===== config.mk =====
export PLATFORM = sky130hd
export DESIGN_NAME = scan_seq_ctrl
export DESIGN_NICKNAME = d
export VERILOG_FILES = /design/src/rtl/scan_seq_ctrl.sv
export SDC_FILE = /design/constraint.sdc
export NUM_CORES = 1
export LEC_CHECK = 0
export CAP_MARGIN = 10
export CORE_ASPECT_RATIO = 0.6
export CORE_MARGIN = 4
export CORE_UTILIZATION = 45
export CTS_BUF_LIST = sky130_fd_sc_hd__clkbuf_16
export DETAILED_ROUTE_END_ITERATION = 10
export GPL_TIMING_DRIVEN = 0
export PLACE_DENSITY = 0.85
export SETUP_SLACK_MARGIN = 0.05
export SLEW_MARGIN = 30
export SYNTH_ARGS = -nofsm -noshare
export SYNTH_HDL_FRONTEND = slang
export SYNTH_SLANG_ARGS = --single-unit

===== constraint.sdc =====
create_clock -name clk -period 5.8 [get_ports clk]
set_clock_uncertainty 0.2 [all_clocks]
set_input_delay 1.16 -clock clk [delete_from_list [all_inputs] [get_ports clk]]
set_output_delay 1.16 -clock clk [all_outputs]
set_load 0.005 [all_outputs]

===== src/rtl/scan_seq_ctrl.sv =====
// scan_seq_ctrl: digit-scan sequencer and frame-synchronous display shadow registers.
// Divides clk into per-digit dwell periods, inserts blanking gaps between digits,
// and loads new display data only at frame boundaries (or while idle).
//
// Ports:
//   clk          system clock, rising edge
//   rst_n        synchronous active-low reset
//   en           1 = scanning runs, 0 = idle and blanked
//   Hexs_in      new hex digit data (32)
//   point_in     new decimal-point data (8)
//   LES_in       new digit-enable data (8)
//   upd_req      update request, held until upd_ack
//   upd_ack      1-cycle pulse: *_in captured into shadows this cycle
//   Scan         digit index (3)
//   Hexs         shadow digit data (32)
//   point        shadow point data (8)
//   LES          shadow enable data (8)
//   blank        1 = downstream turns all digits off
//   frame_start  1-cycle pulse in the first cycle Scan reads 0 after a wrap
module scan_seq_ctrl #(
    parameter int unsigned DIV_W     = 17,
    parameter int unsigned BLANK_CYC = 4
) (
    input  logic        clk,
    input  logic        rst_n,
    input  logic        en,
    input  logic [31:0] Hexs_in,
    input  logic [7:0]  point_in,
    input  logic [7:0]  LES_in,
    input  logic        upd_req,
    output logic        upd_ack,
    output logic [2:0]  Scan,
    output logic [31:0] Hexs,
    output logic [7:0]  point,
    output logic [7:0]  LES,
    output logic        blank,
    output logic        frame_start
);

    // Blank counter is at least 1 bit wide so BLANK_CYC of 0 or 1 still elaborates.
    localparam int unsigned BW = (BLANK_CYC > 1) ? $clog2(BLANK_CYC) : 1;
    localparam logic [BW-1:0] B_LAST = BW'((BLANK_CYC > 0) ? BLANK_CYC - 1 : 0);

    typedef enum logic [1:0] {
        S_IDLE,
        S_DISP,
        S_BLANK
    } state_e;

    state_e            state_q, state_d;
    logic [DIV_W-1:0]  div_q, div_d;
    logic [BW-1:0]     bcnt_q, bcnt_d;
    logic [2:0]        scan_q, scan_d;
    logic [31:0]       hexs_q, hexs_d;
    logic [7:0]        point_q, point_d;
    logic [7:0]        les_q, les_d;
    logic              req_q, req_d;
    logic              fs_q, fs_d;

    logic              tick;
    logic              adv;
    logic              wrap;
    logic              pending;
    logic              load;
    logic              ack;

    always_comb begin
        state_d = state_q;
        div_d   = div_q;
        bcnt_d  = bcnt_q;
        scan_d  = scan_q;
        adv     = 1'b0;
        tick    = (div_q == '1);

        unique case (state_q)
            S_IDLE: begin
                div_d  = '0;
                bcnt_d = '0;
                if (en) begin
                    state_d = S_DISP;
                end
            end
            S_DISP: begin
                div_d = div_q + DIV_W'(1);
                if (tick) begin
                    if (BLANK_CYC > 0) begin
                        state_d = S_BLANK;
                        div_d   = '0;
                    end else begin
                        adv = 1'b1;
                    end
                end
            end
            S_BLANK: begin
                if (bcnt_q == B_LAST) begin
                    bcnt_d  = '0;
                    adv     = 1'b1;
                    state_d = S_DISP;
                end else begin
                    bcnt_d = bcnt_q + BW'(1);
                end
            end
            default: begin
                state_d = S_IDLE;
            end
        endcase

        // Disabling overrides everything: park in IDLE with Scan frozen.
        if (!en) begin
            state_d = S_IDLE;
            div_d   = '0;
            bcnt_d  = '0;
            adv     = 1'b0;
        end

        if (adv) begin
            scan_d = scan_q + 3'd1;
        end
    end

    // Shadows load only when the 7->0 advance is taken or while idle,
    // so a displayed frame is never a mix of old and new data.
    always_comb begin
        wrap    = adv && (scan_q == 3'd7);
        pending = upd_req | req_q;
        load    = (state_q == S_IDLE) | wrap;
        ack     = rst_n & load & pending;
        req_d   = pending & ~ack;
        fs_d    = wrap;
        hexs_d  = ack ? Hexs_in  : hexs_q;
        point_d = ack ? point_in : point_q;
        les_d   = ack ? LES_in   : les_q;
    end

    always_ff @(posedge clk) begin
        if (!rst_n) begin
            state_q <= S_IDLE;
            div_q   <= '0;
            bcnt_q  <= '0;
            scan_q  <= 3'd0;
            hexs_q  <= 32'd0;
            point_q <= 8'd0;
            les_q   <= 8'd0;
            req_q   <= 1'b0;
            fs_q    <= 1'b0;
        end else begin
            state_q <= state_d;
            div_q   <= div_d;
            bcnt_q  <= bcnt_d;
            scan_q  <= scan_d;
            hexs_q  <= hexs_d;
            point_q <= point_d;
            les_q   <= les_d;
            req_q   <= req_d;
            fs_q    <= fs_d;
        end
    end

    assign upd_ack     = ack;
    assign Scan        = scan_q;
    assign Hexs        = hexs_q;
    assign point       = point_q;
    assign LES         = les_q;
    assign blank       = (state_q != S_DISP);
    assign frame_start = fs_q;

endmodule


==> flow_summary.json <==
{
  "top_level_ports": 106,
  "start_util_pct": 47.48,
  "drtAntennaViolNets": 0,
  "ys_warn_count": 0,
  "power_density_nw_per_um2": 292.0,
  "grt_pass1_vias": 2870,
  "gp_congestion": 0.8026,
  "min_period_over_period_pct": 81.24,
  "tns_ns": 0,
  "vias_per_cell": 5.230,
  "coreArea_um2": 6248,
  "drc": 0,
  "rsz0062_at_grt": "no",
  "finalSetupViolCount": 0,
  "drive_gt1_share_pct": 6.186,
  "layout_setup_ws_ns": 1.088,
  "ys_top_cells_by_area": "dfxtp_1, nand2_1, o21ai_0",
  "synthesis.instances": 365,
  "synth_most_common_cell": "nand2_1",
  "synthTopCellsByCount": "nand2_1, dfxtp_1, o21ai_0, a21oi_1, clkbuf_1",
  "hold_depth": 2,
  "holdWs_ns": 0.2456,
  "end_kind": "primary output",
  "p_leak_nw": 1.663,
  "grt_antenna_before_repair": 0,
  "grt_pass1_wl_um": 13770,
  "die_area_um2": 7998,
  "worst_slew_pin_slew_ns": 0.6006,
  "synth_nets": 422,
  "peakVddDrop_mv": 0.1540,
  "avgRoutedWirePerCell_um": 15.02,
  "max_freq_mhz": 212.2,
  "dp_slack_ns": 1.091,
  "num_vias": 2976,
  "finalHoldViolations": 0,
  "worstSetupStartpointType": "input port",
  "hold_buffers": 0,
  "critical_path_class": "in -> out",
  "synth_top_cell_by_area": "dfxtp_1",
  "cp_max_fo": 10,
  "ys_types": 41,
  "outcome": "finished, final reports clean",
  "die_h_um": 70.89,
  "finalInstanceArea_um2": 4432,
  "place_area_um2": 4113,
  "drtIter0Drc": 164,
  "place.detailed.hpwl_um": 6266,
  "period_minus_slack_ns": 4.712,
  "cts_resized": 0,
  "hold_class": "reg -> reg",
  "clock_latency_ns": 0.33,
  "netlist_area_um2": 2967,
  "cp.arrival_ns": 3.35,
  "grt.overflow.total": 0,
  "area_delta_synth_final_pct": 49.39,
  "dr.pass1.iters": 4,
  "r2r_cells": 9,
  "cap_violations": 0,
  "slew_violations": 0,
  "avgSynthCellArea_um2": 8.128,
  "synth-edff-count": 0,
  "root_buffer": "clkbuf_16",
  "yosys.area.top_type_share_pct": 49.94,
  "post-cts-setup-buffer-count": 0,
  "nNetsFinal": 537,
  "cts_buffers": 9,
  "cts_tree": "yes",
  "ys_ff_latch": 74,
  "cts.clk_slew.worst_paths_ns": 0.06,
  "die_width_um": 112.8,
  "cp.required_ns": 4.44,
  "ys_seq_area_share_pct": 49.94,
  "grt_start_max_net_pins": 14,
  "routed_wl_um": 8549,
  "cts_max_level": 3,
  "antenna_cells": 0,
  "io_buffers": 104,
  "dominantRegCellSynth": "dfxtp_1",
  "cts_sinks": 74,
  "synthArstFlopShare_pct": 0,
  "max_slew_margin_pct": 59.78,
  "track_usage_pct": 21.74,
  "rows": 22,
  "clockBufferDepth": 2
}
## logic make-up (layout without fill, tap and decap cells)
family / count (synthesis) / in the layout / synth area share [%]
AND/OR/NAND/NOR: 166 / 166 / 26.44
AO/OA/AOI/OAI: 91 / 91 / 16.58
flip-flops: 74 / 74 / 49.94
buffers and inverters: 26 / 146 / 3.964
adder cells (fa/ha/maj): 5 / 5 / 2.109
multiplexers: 2 / 2 / 0.6748
XOR/XNOR: 1 / 1 / 0.2953
## layout by cell type (no fill, tap or decap), drive strengths merged, types with 3 or more instances in the layout
cell	n
nor2b	4
or4	3
clkdlybuf4s50	104
ha	5
nand2	108
nand3	7
dfxtp	74
and3	5
o21ai	58
nand3b	5
and4	4
a21oi	20
clkinv	3
nor2	14
buf	9
nand2b	3
clkbuf	24
a31oi	3
and2	3
## flip-flops by register name, summed over array words and instances, names as in the netlist
register     flops
div_q           17
req_q            1
Hexs            32
bcnt_q           2
Scan             3
point            8
LES              8
state_q          2
frame_start      1
## final cells by class
class | instances | area (um^2)
flip-flops and latches | 74 | 1481
repair buffers | 104 | 1041
inverters | 2 | 7.507
clock inverters | 7 | 93.84
clock buffers | 9 | 225.2
well taps | 84 | 105.1
fillers | 485 | 1817
plain buffers | 24 | 110.1
multi-input cells | 265 | 1368
## metal layers
layer | up-vias | routed length, um | track usage [%]
li1 | 1473 | - | -
met1 | 1385 | 3878 | 26.45
met4 | 0 | 200 | 8.800
met2 | 99 | 3872 | 34.78
met3 | 19 | 597 | 8.462
met5 | - | 0 | 0
## critical path, stage by stage
cell	delay [ns]
clkdlybuf4s50_1	0.52
nand3_1	0.13
a211oi_2	0.55
clkbuf_1	0.40
clkdlybuf4s50_1	0.59
## report_power, final
group	switching (mW)	leakage (nW)	internal [mW]	total, mW
Clock	0.210	0.151	0.375	0.586
Sequential	0.0145	0.606	0.538	0.552
Combinational	0.0631	0.905	0.0932	0.156
Total	0.288	1.66	1.01	1.29
## final timing paths
check                        start               endpoint  slack, ns
max                             en                upd_ack       1.09
min            LES[7]$_SDFFE_PN0P_    LES[7]$_SDFFE_PN0P_       0.25
max reg2reg  div_q[0]$_SDFFE_PN0P_  div_q[3]$_SDFFE_PN0P_       2.88
min reg2reg    LES[7]$_SDFFE_PN0P_    LES[7]$_SDFFE_PN0P_       0.25
## stage by stage
| stage | power (mW) | util, % | std cells |
|---|---|---|---|
| after floorplan | 0.6102 | - | 365 |
| after global placement | 0.7136 | 65.82 | 553 |
| after detailed placement | 0.7185 | 65.82 | 553 |
| after CTS | 1.306 | 70.93 | 569 |
| after global routing | 1.345 | 70.93 | 569 |
| final | 1.294 | 70.93 | 569 |
Power figures use the tool's default switching activity.
